`config.mk`:
```
export PLATFORM = sky130hd
export DESIGN_NAME = square_period_detector
export DESIGN_NICKNAME = d
export VERILOG_FILES = /design/src/rtl/square_period_detector.sv
export SDC_FILE = /design/constraint.sdc
export NUM_CORES = 1
export LEC_CHECK = 0
export ABC_CLOCK_PERIOD_IN_PS = 3800
export BUFFER_PORTS_ARGS = -buffer_cell sky130_fd_sc_hd__buf_2
export CORE_MARGIN = 2
export CORE_UTILIZATION = 30
export CTS_CLUSTER_SIZE = 20
export DETAILED_ROUTE_END_ITERATION = 10
export HOLD_SLACK_MARGIN = 0.08
export PLACE_DENSITY_LB_ADDON = 0.25
export SETUP_SLACK_MARGIN = 0.1
export SLEW_MARGIN = 30
export SYNTH_ARGS = -nofsm -noshare
export SYNTH_HDL_FRONTEND = slang
export SYNTH_SLANG_ARGS = --single-unit
export TNS_END_PERCENT = 20
```
`constraint.sdc`:
```
create_clock -name clk48m -period 3.8 [get_ports clk48m]
set_input_delay 0.38 -clock clk48m [delete_from_list [all_inputs] [get_ports clk48m]]
set_output_delay 0.38 -clock clk48m [all_outputs]
set_load 0.02 [all_outputs]
```
`src/rtl/square_period_detector.sv`:
```
// Recovers the square-wave `period` word from a 24-bit sample stream by timing polarity half-cycles.
// Optional hysteresis on the polarity slicer is enabled with `define SQPD_HYSTERESIS_EN.
module square_period_detector #(
    parameter int unsigned LOCK_COUNT   = 2,
    parameter logic [23:0] HYST         = 24'h100000,
    parameter int unsigned CNT_SAT_LOG2 = 18
) (
    input  logic        clk48m,
    input  logic        rst_n,
    input  logic [23:0] sample,
    output logic [18:0] period,
    output logic        locked,
    output logic        period_update
);

    typedef enum logic [1:0] {IDLE, ARMED, TRACK, LOCKED} state_t;

    localparam logic [18:0] CNT_SAT = 19'(1) << CNT_SAT_LOG2;
    localparam logic [2:0]  LOCK_N  = 3'(LOCK_COUNT);
    localparam logic signed [24:0] HYST_P = {1'b0, HYST};
    localparam logic signed [24:0] HYST_N = -HYST_P;
`ifdef SQPD_HYSTERESIS_EN
    localparam bit HYST_EN = 1'b1;
`else
    localparam bit HYST_EN = 1'b0;
`endif

    state_t      state_q, state_d;
    logic        s_q, s_d;
    logic [18:0] cnt_q, cnt_d;
    logic [17:0] cand_q, cand_d;
    logic [2:0]  match_q, match_d;
    logic [18:0] period_q, period_d;
    logic        locked_q, locked_d;
    logic        upd_q, upd_d;

    logic               level;
    logic               edge_det;
    logic               timeout;
    logic signed [24:0] samp_ext;

    assign samp_ext = {sample[23], sample};

    // Inside the hysteresis band the slicer holds its previous decision.
    always_comb begin
        level = ~sample[23];
        if (HYST_EN) begin
            level = s_q;
            if (samp_ext > HYST_P)      level = 1'b1;
            else if (samp_ext < HYST_N) level = 1'b0;
        end
    end

    assign edge_det = (level != s_q);
    assign timeout  = (state_q != IDLE) && (cnt_q == CNT_SAT);

    always_comb begin
        s_d      = level;
        cnt_d    = edge_det ? 19'd0 : ((cnt_q == CNT_SAT) ? cnt_q : cnt_q + 19'd1);
        state_d  = state_q;
        cand_d   = cand_q;
        match_d  = match_q;
        period_d = period_q;
        locked_d = locked_q;

        if (timeout) begin
            state_d  = edge_det ? ARMED : IDLE;
            locked_d = 1'b0;
            period_d = 19'd0;
            match_d  = 3'd0;
        end else if (edge_det) begin
            if (state_q == IDLE) begin
                state_d = ARMED;
                match_d = 3'd0;
            end else if (cnt_q == 19'd0) begin
                // Toggling every cycle is not a usable measurement.
                state_d  = ARMED;
                match_d  = 3'd0;
                locked_d = 1'b0;
            end else if (state_q != ARMED && cnt_q[17:0] == cand_q) begin
                if (state_q == TRACK) begin
                    if (match_q + 3'd1 >= LOCK_N) begin
                        state_d  = LOCKED;
                        locked_d = 1'b1;
                        period_d = {cand_q, 1'b0};
                    end
                    match_d = match_q + 3'd1;
                end
            end else begin
                cand_d  = cnt_q[17:0];
                match_d = 3'd1;
                if (state_q == ARMED && LOCK_N == 3'd1) begin
                    state_d  = LOCKED;
                    locked_d = 1'b1;
                    period_d = {cnt_q[17:0], 1'b0};
                end else begin
                    state_d  = TRACK;
                    locked_d = 1'b0;
                end
            end
        end

        upd_d = (period_d != period_q);
    end

    always_ff @(posedge clk48m or negedge rst_n) begin
        if (!rst_n) begin
            state_q  <= IDLE;
            s_q      <= 1'b0;
            cnt_q    <= 19'd0;
            cand_q   <= 18'd0;
            match_q  <= 3'd0;
            period_q <= 19'd0;
            locked_q <= 1'b0;
            upd_q    <= 1'b0;
        end else begin
            state_q  <= state_d;
            s_q      <= s_d;
            cnt_q    <= cnt_d;
            cand_q   <= cand_d;
            match_q  <= match_d;
            period_q <= period_d;
            locked_q <= locked_d;
            upd_q    <= upd_d;
        end
    end

    assign period        = period_q;
    assign locked        = locked_q;
    assign period_update = upd_q;

endmodule

```
==> results_dict.tcl, run 1 <==
set metrics [dict create \
    status "complete, no violations" \
    drive_gt1_share_pct 17.6 \
    grt_overflow 0 \
    clkLatencyLatePin_ns 0.33 \
    grt_pass1_vias 2546 \
    hold_path.class "in -> async" \
    synth_top_area_share_pct 45.3 \
    core_mm2 0.0115 \
    fin_crit_ns 2.83 \
    post-cts-setup-buffers 0 \
    slew_headroom_pct 58.5 \
    max_cap_violations 0 \
    r2r_cells 6 \
    pre_cts_ws_ns 0.988 \
    initial_core_util_pct 30.9 \
    vias_per_cell 5.04 \
    num_rows 39 \
    hold_ws_ns 0.0668 \
    finalSetupTns_ns 0 \
    avgSynthCellArea_um2 10.1 \
    cpPeakStageDelay_ns 1.03 \
    path_depth 6 \
    cts_root_buf "clkbuf_16" \
    post-route-util_pct 35.3 \
    clock.fmax_mhz 353 \
    startpoint "cnt_q[14]$_DFFE_PN0P_" \
    die_h_um 113 \
    num_vias 2582 \
    path_clk_slew_ns 0.05 \
    postCtsResizedCells 0 \
    antennaDiodeCount 0 \
    hold_viol_final 0 \
    ys_types 52 \
    syn_area_mm2 0.00354 \
    first_pass_iters 4 \
    synth_edf_count 0 \
    antenna_found_initial 0 \
    required_ns 4.05 \
    crit_chain "xor2_1, nor4_1, o2111ai_1, or4_2, or2_0, a21oi_1" \
    critical_path.slowest_cell "or4_2" \
    grtUsageTotal_pct 14.2 \
    netlist_instances 349 \
    vdd_drop_max_v 0.000376 \
    drv_slew 0 \
    cp.arrival_ns 3.08 \
    fin_skew_ns 0.00747 \
    cts.sinks 64 \
    cp_top_family "simple AND/OR/NAND/NOR gates" \
    ioPinCount 47 \
    critPathMaxFanout 21 \
    syn_nets 379 \
    drc 0 \
    yosys-top-cells-area "dfrtp_1 (45%), xor2_1 (6.9%), mux2i_1 (5.4%), nor2_1 (4.7%), mux2_4 (3.8%)" \
    r2r-start "cnt_q[14]$_DFFE_PN0P_" \
    power_density_mw_per_mm2 534 \
    yosys.area.top_type "dfrtp_1" \
    setup.worst_path.start_class "flip-flop" \
    die_x_um 113 \
    clk_path_buf_depth 2 \
    rsz0062_at_grt "false" \
    synth.most_common_cell "dfrtp_1" \
    reg2reg_setup_slack_ns 0.97 \
    ctsHtreeMaxLevel 3 \
    place.gp.congestion 0.844 \
    worst_pin_slew_ns 0.623 \
    setup_viol 0 \
    synth-seq-cells 64 \
    async_reset_ff_share_pct 100 \
    drt_iter0_drc 227 \
    path_buf_inv 0 \
    io_buffers 23 \
    synth_top_flop_cell "dfrtp_1" \
    dieArea_mm2 0.0127 \
    dp_hpwl_mm 6.09 \
    synth_commonest_cells "dfrtp_1 (64), nor2_1 (44), xor2_1 (28)" \
    path_class "reg -> reg" \
    cts_buffers 9 \
    grt_first_pass_wirelength_mm 14.1 \
    cp-end-kind "flip-flop" \
    antenna_left 0 \
    grt_start_max_net_pins 39 \
    setup_ws_ns 0.971 \
    ys_warn_count 0 \
    hold_buffers 0 \
    routedWlPerCell_um 17.0 \
    routed_wirelength_mm 8.72 \
    syn2layout_area_growth_pct 14.4 \
    period_share_pct 74.5 \
    cts_tree "done" \
    yosysSeqAreaShare_pct 45.3 \
    power.total_mw 2.16 \
    fin_nets 394 \
    p_leak_nw 2.12 \
]
==> flip-flops by register name (all words and copies together), names as in the netlist <==
register and cells:
s_q 1, match_q 3, cnt_q 19, cand_q 18
locked 1, period_update 1, period 19, state_q 2
==> worst paths after layout <==
| kind | to |
|---|---|
| hold / removal | cnt_q[15]$_DFFE_PN0P_ |
| hold reg to reg | locked$_DFFE_PN0P_ |
| setup reg to reg | period[3]$_DFF_PN0_ |
| max in group asynchronous | locked$_DFFE_PN0P_ |
| setup / recovery | period[3]$_DFF_PN0_ |
| min in group clk48m | s_q$_DFF_PN0_ |
==> cell usage in the layout (no fill, tap or decap), drive strengths merged, types with 2 or more instances in the layout <==
master    n
clkbuf   10
xor2     28
nand3    13
and4      2
bufinv    2
o31ai     2
nand3b    3
and2      2
ha        4
o22ai     7
mux2i    19
o21ai     3
nor4b     2
nand4     5
mux2     17
nor2b     9
a21oi     6
or3       2
nor4     14
and3      4
nand2b    3
clkinv    3
nor3      6
a2111o    3
xnor2     7
o2bb2ai   4
inv      22
or2       4
buf      26
nor2     44
dfrtp    64
nand2    13
==> stage by stage <==
stage,area (um^2),cells
finish,4050,512
global route,4050,512
CTS,4050,512
detailed placement,3720,496
global placement,3720,496
floorplan,3540,349
==> final cells by class <==
type	count	area, um^2
Clock buffer	10	239
Clock inverter	6	82.6
Fill cell	1135	7420
Inverter	22	82.6
Multi-Input combinational cell	241	1720
Sequential cell	64	1600
Tap cell	143	179
Timing Repair Buffer	26	138
==> per-layer routing <==
metal	vias to the layer above	global-route usage, %	routed length (um)
met1	1267	20.2	4250
met4	0	5.12	166
met3	14	2.75	351
li1	1244	-	-
met5	-	0	0
met2	57	21.6	3950
==> worst register-to-register path: stages, from the launching register on <==
cell and delay (ns):
dfrtp_1 0.48, xor2_1 0.20, nor4_1 0.38, o2111ai_1 0.18, or4_2 1.03, or2_0 0.35, a21oi_1 0.14
==> power breakdown <==
group          switching, mW  total, mW  leakage (nW)  internal (mW)
Clock                  0.298      0.886         0.158          0.588
Sequential            0.0840      0.822         0.880          0.738
Combinational          0.252      0.455          1.08          0.202
==> logic make-up (layout without fill, tap and decap cells) <==
| group | count (synthesis) | count (layout) | share of synthesized area [%] |
|---|---|---|---|
| AOI/OAI and AO/OA | 38 | 38 | 8.03 |
| and+or+nand+nor | 128 | 128 | 18.6 |
| xor gates and xnor gates | 35 | 35 | 8.66 |
| buffers and inverters | 44 | 64 | 6.26 |
| adders and majority gates | 4 | 4 | 1.41 |
| muxes | 36 | 36 | 11.7 |
| DFF | 64 | 64 | 45.3 |
Note: power is estimated with default switching activity, not from simulation.
==> run 2, diff against run 1 <==
--- a/config.mk
+++ b/config.mk
@@ -5,7 +5,7 @@
 export SDC_FILE = /design/constraint.sdc
 export NUM_CORES = 1
 export LEC_CHECK = 0
-export ABC_CLOCK_PERIOD_IN_PS = 3800
+export ABC_CLOCK_PERIOD_IN_PS = 2500
 export BUFFER_PORTS_ARGS = -buffer_cell sky130_fd_sc_hd__buf_2
 export CORE_MARGIN = 2
 export CORE_UTILIZATION = 30
==> constraint.sdc (replaced) <==
create_clock -name clk48m -period 2.5 [get_ports clk48m]
set_input_delay 0.25 -clock clk48m [delete_from_list [all_inputs] [get_ports clk48m]]
set_output_delay 0.25 -clock clk48m [all_outputs]
set_load 0.02 [all_outputs]
==> run 2 against run 1 <==
Critical path type unchanged. Final area grew 7.4%. Routed wire length grew 0.68%. Core utilization grew 2.6 points. Sequential share of layout area shrank 2.7 points. Clock power grew 76%. First-iteration DRC count shrank 11%. Highest routed layer unchanged. Combinational power grew 83%. Flip-flop and latch count is the same. Power grew 67%. Register-to-register slack lost 0.74 ns. Fmax grew 25%. Via count grew 3.4%.
==> results_dict.tcl, run 2 (same netlist as run 1, synthesis figures left out) <==
set metrics [dict create \
    status "complete, no violations" \
    antenna_found_initial 0 \
    syn2layout_area_growth_pct 22.8 \
    drv_slew 0 \
    first_pass_iters 7 \
    setup.worst_path.start_class "flip-flop" \
    clock.fmax_mhz 441 \
    cts_buffers 9 \
    grt_start_max_net_pins 65 \
    path_buf_inv 0 \
    fin_skew_ns 0.00756 \
    worst_pin_slew_ns 0.408 \
    critPathMaxFanout 18 \
    reg2reg_setup_slack_ns 0.23 \
    core_mm2 0.0115 \
    power.total_mw 3.61 \
    cp-end-kind "flip-flop" \
    intPower_mw 2.61 \
    routed_wirelength_mm 8.77 \
    die_x_um 113 \
    clk_path_buf_depth 2 \
    combPwrFrac_pct 23.1 \
    hold_viol_final 0 \
    required_ns 2.71 \
    cts_root_buf "clkbuf_16" \
    fillers 1119 \
    max_cap_violations 0 \
    drt_iter0_drc 203 \
    fin_crit_ns 2.27 \
    p_sw_share_pct 27.8 \
    num_vias 2671 \
    io_buffers 23 \
    vdd_drop_max_v 0.000463 \
    cts_tree "done" \
    power_density_mw_per_mm2 831 \
    drc 0 \
    rsz0062_at_grt "false" \
    slew_headroom_pct 72.6 \
    mostFrequentLayoutCell "dfrtp_1" \
    fin_nets 421 \
    grt_pass1_vias 2699 \
    path_class "reg -> reg" \
    cp.arrival_ns 2.48 \
    vias_per_cell 4.96 \
    initial_core_util_pct 30.9 \
    cts.sinks 64 \
    grt_first_pass_wirelength_mm 14.4 \
    layout_common_cells "dfrtp_1 (64), nor2_1 (44), xor2_1 (28)" \
    finalSetupTns_ns 0 \
    p_leak_nw 2.30 \
    grtUsageTotal_pct 14.5 \
    ctsHtreeMaxLevel 3 \
    dieArea_mm2 0.0127 \
    antennaDiodeCount 0 \
    pwr-share-seq_pct 33.8 \
    place.gp.congestion 0.853 \
    routedWlPerCell_um 16.3 \
    hold_path.class "in -> reg" \
    drive_gt1_share_pct 23.7 \
    antenna_left 0 \
    cp_top_family "simple AND/OR/NAND/NOR gates" \
    clkLatencyLatePin_ns 0.33 \
    die_h_um 113 \
    ioPinCount 47 \
    grt_overflow 0 \
    cpPeakStageDelay_ns 0.50 \
    num_rows 39 \
    path_clk_slew_ns 0.05 \
    dp_hpwl_mm 6.20 \
    critical_path.slowest_cell "dfrtp_1" \
    clockPowerShare_pct 43.1 \
    p_sw_mw 1.00 \
    crit_chain "nor4_1, nand3_1, or2_1, and2_4, and3_4, mux2_4" \
    setup_viol 0 \
    period_share_pct 90.8 \
]
[run 2: cell types whose count changed in the layout (fill, tap and decap cells not counted)]
| cell | delta |
|---|---|
| clkinv_2 | -1 |
| nor4b_2 | +1 |
| or4_4 | +1 |
| buf_4 | +24 |
| nor4b_1 | -1 |
| buf_12 | +2 |
| nor4_1 | -2 |
| dlygate4sd3_1 | +1 |
| nor4_2 | +2 |
| clkinvlp_4 | -1 |
| bufinv_16 | +2 |
| or4_2 | -1 |
[run 2: final cells by class]
class | instances | area (um^2) | share of cell area (%)
multi-input combinational | 241 | 1750 | 40.2
sequential | 64 | 1600 | 36.9
timing repair buffer | 53 | 368 | 8.47
clock buffer | 10 | 239 | 5.50
tap | 143 | 179 | 4.12
clock inverter | 6 | 130 | 2.99
inverter | 22 | 82.6 | 1.90
[run 2: what timing repair did]
item / CTS / global route
gates resized for setup: 1 / 3
setup endpoints to repair: 17 / 35
pin swaps: 0 / 1
setup buffers: 0 / 0
hold buffers: 1 / 0
endpoints found under the hold margin: 64 / 0
[run 2: worst paths after layout]
kind | from | end | depth (start not counted)
worst max-delay path | cnt_q[13]$_DFFE_PN0P_ | cand_q[10]$_DFFE_PN0P_ | 6
worst min register to register | match_q[1]$_DFFE_PN0P_ | match_q[1]$_DFFE_PN0P_ | 1
worst min-delay path | sample[23] | s_q$_DFF_PN0_ | 2
max in group asynchronous | rst_n | match_q[2]$_DFFE_PN0P_ | 3
min in group asynchronous | rst_n | cnt_q[13]$_DFFE_PN0P_ | 3
worst max register to register | cnt_q[13]$_DFFE_PN0P_ | cand_q[10]$_DFFE_PN0P_ | 6
[run 2: metrics by stage]
step | hold WS [ns] | area (um^2) | setup slack [ns] | cells | utilization [%]
after detailed placement | 0.308 | 3940 | 0.103 | 522 | 34.4
final | 0.148 | 4350 | 0.230 | 539 | 37.9
after CTS | 0.144 | 4330 | 0.151 | 539 | 37.8
after floorplan | -0.0456 | 3540 | 0.160 | 349 | -
after global routing | 0.156 | 4350 | 0.0972 | 539 | 37.9
after global placement | 0.300 | 3940 | 0.130 | 522 | 34.4
[run 2: power by group through the flow]
| stage | registers [mW] | logic (mW) | clock network [mW] |
|---|---|---|---|
| 2_1_floorplan | 1.26 | 0.554 | 0 |
| 3_3_place_gp | 1.23 | 0.819 | 0 |
| 3_5_place_dp | 1.24 | 0.822 | 0 |
| 4_1_cts | 1.22 | 0.827 | 1.58 |
| 5_1_grt | 1.23 | 0.920 | 1.62 |
| 6_report | 1.22 | 0.833 | 1.56 |
[run 2: per-layer routing]
layer	track usage (%)	wire length, um	up-vias	share of wire (%)
li1	-	-	1302	-
met4	7.80	281	0	3.2
met5	0	0	-	0
met1	20.8	4380	1307	50
met3	2.00	243	17	2.8
met2	21.3	3870	45	44
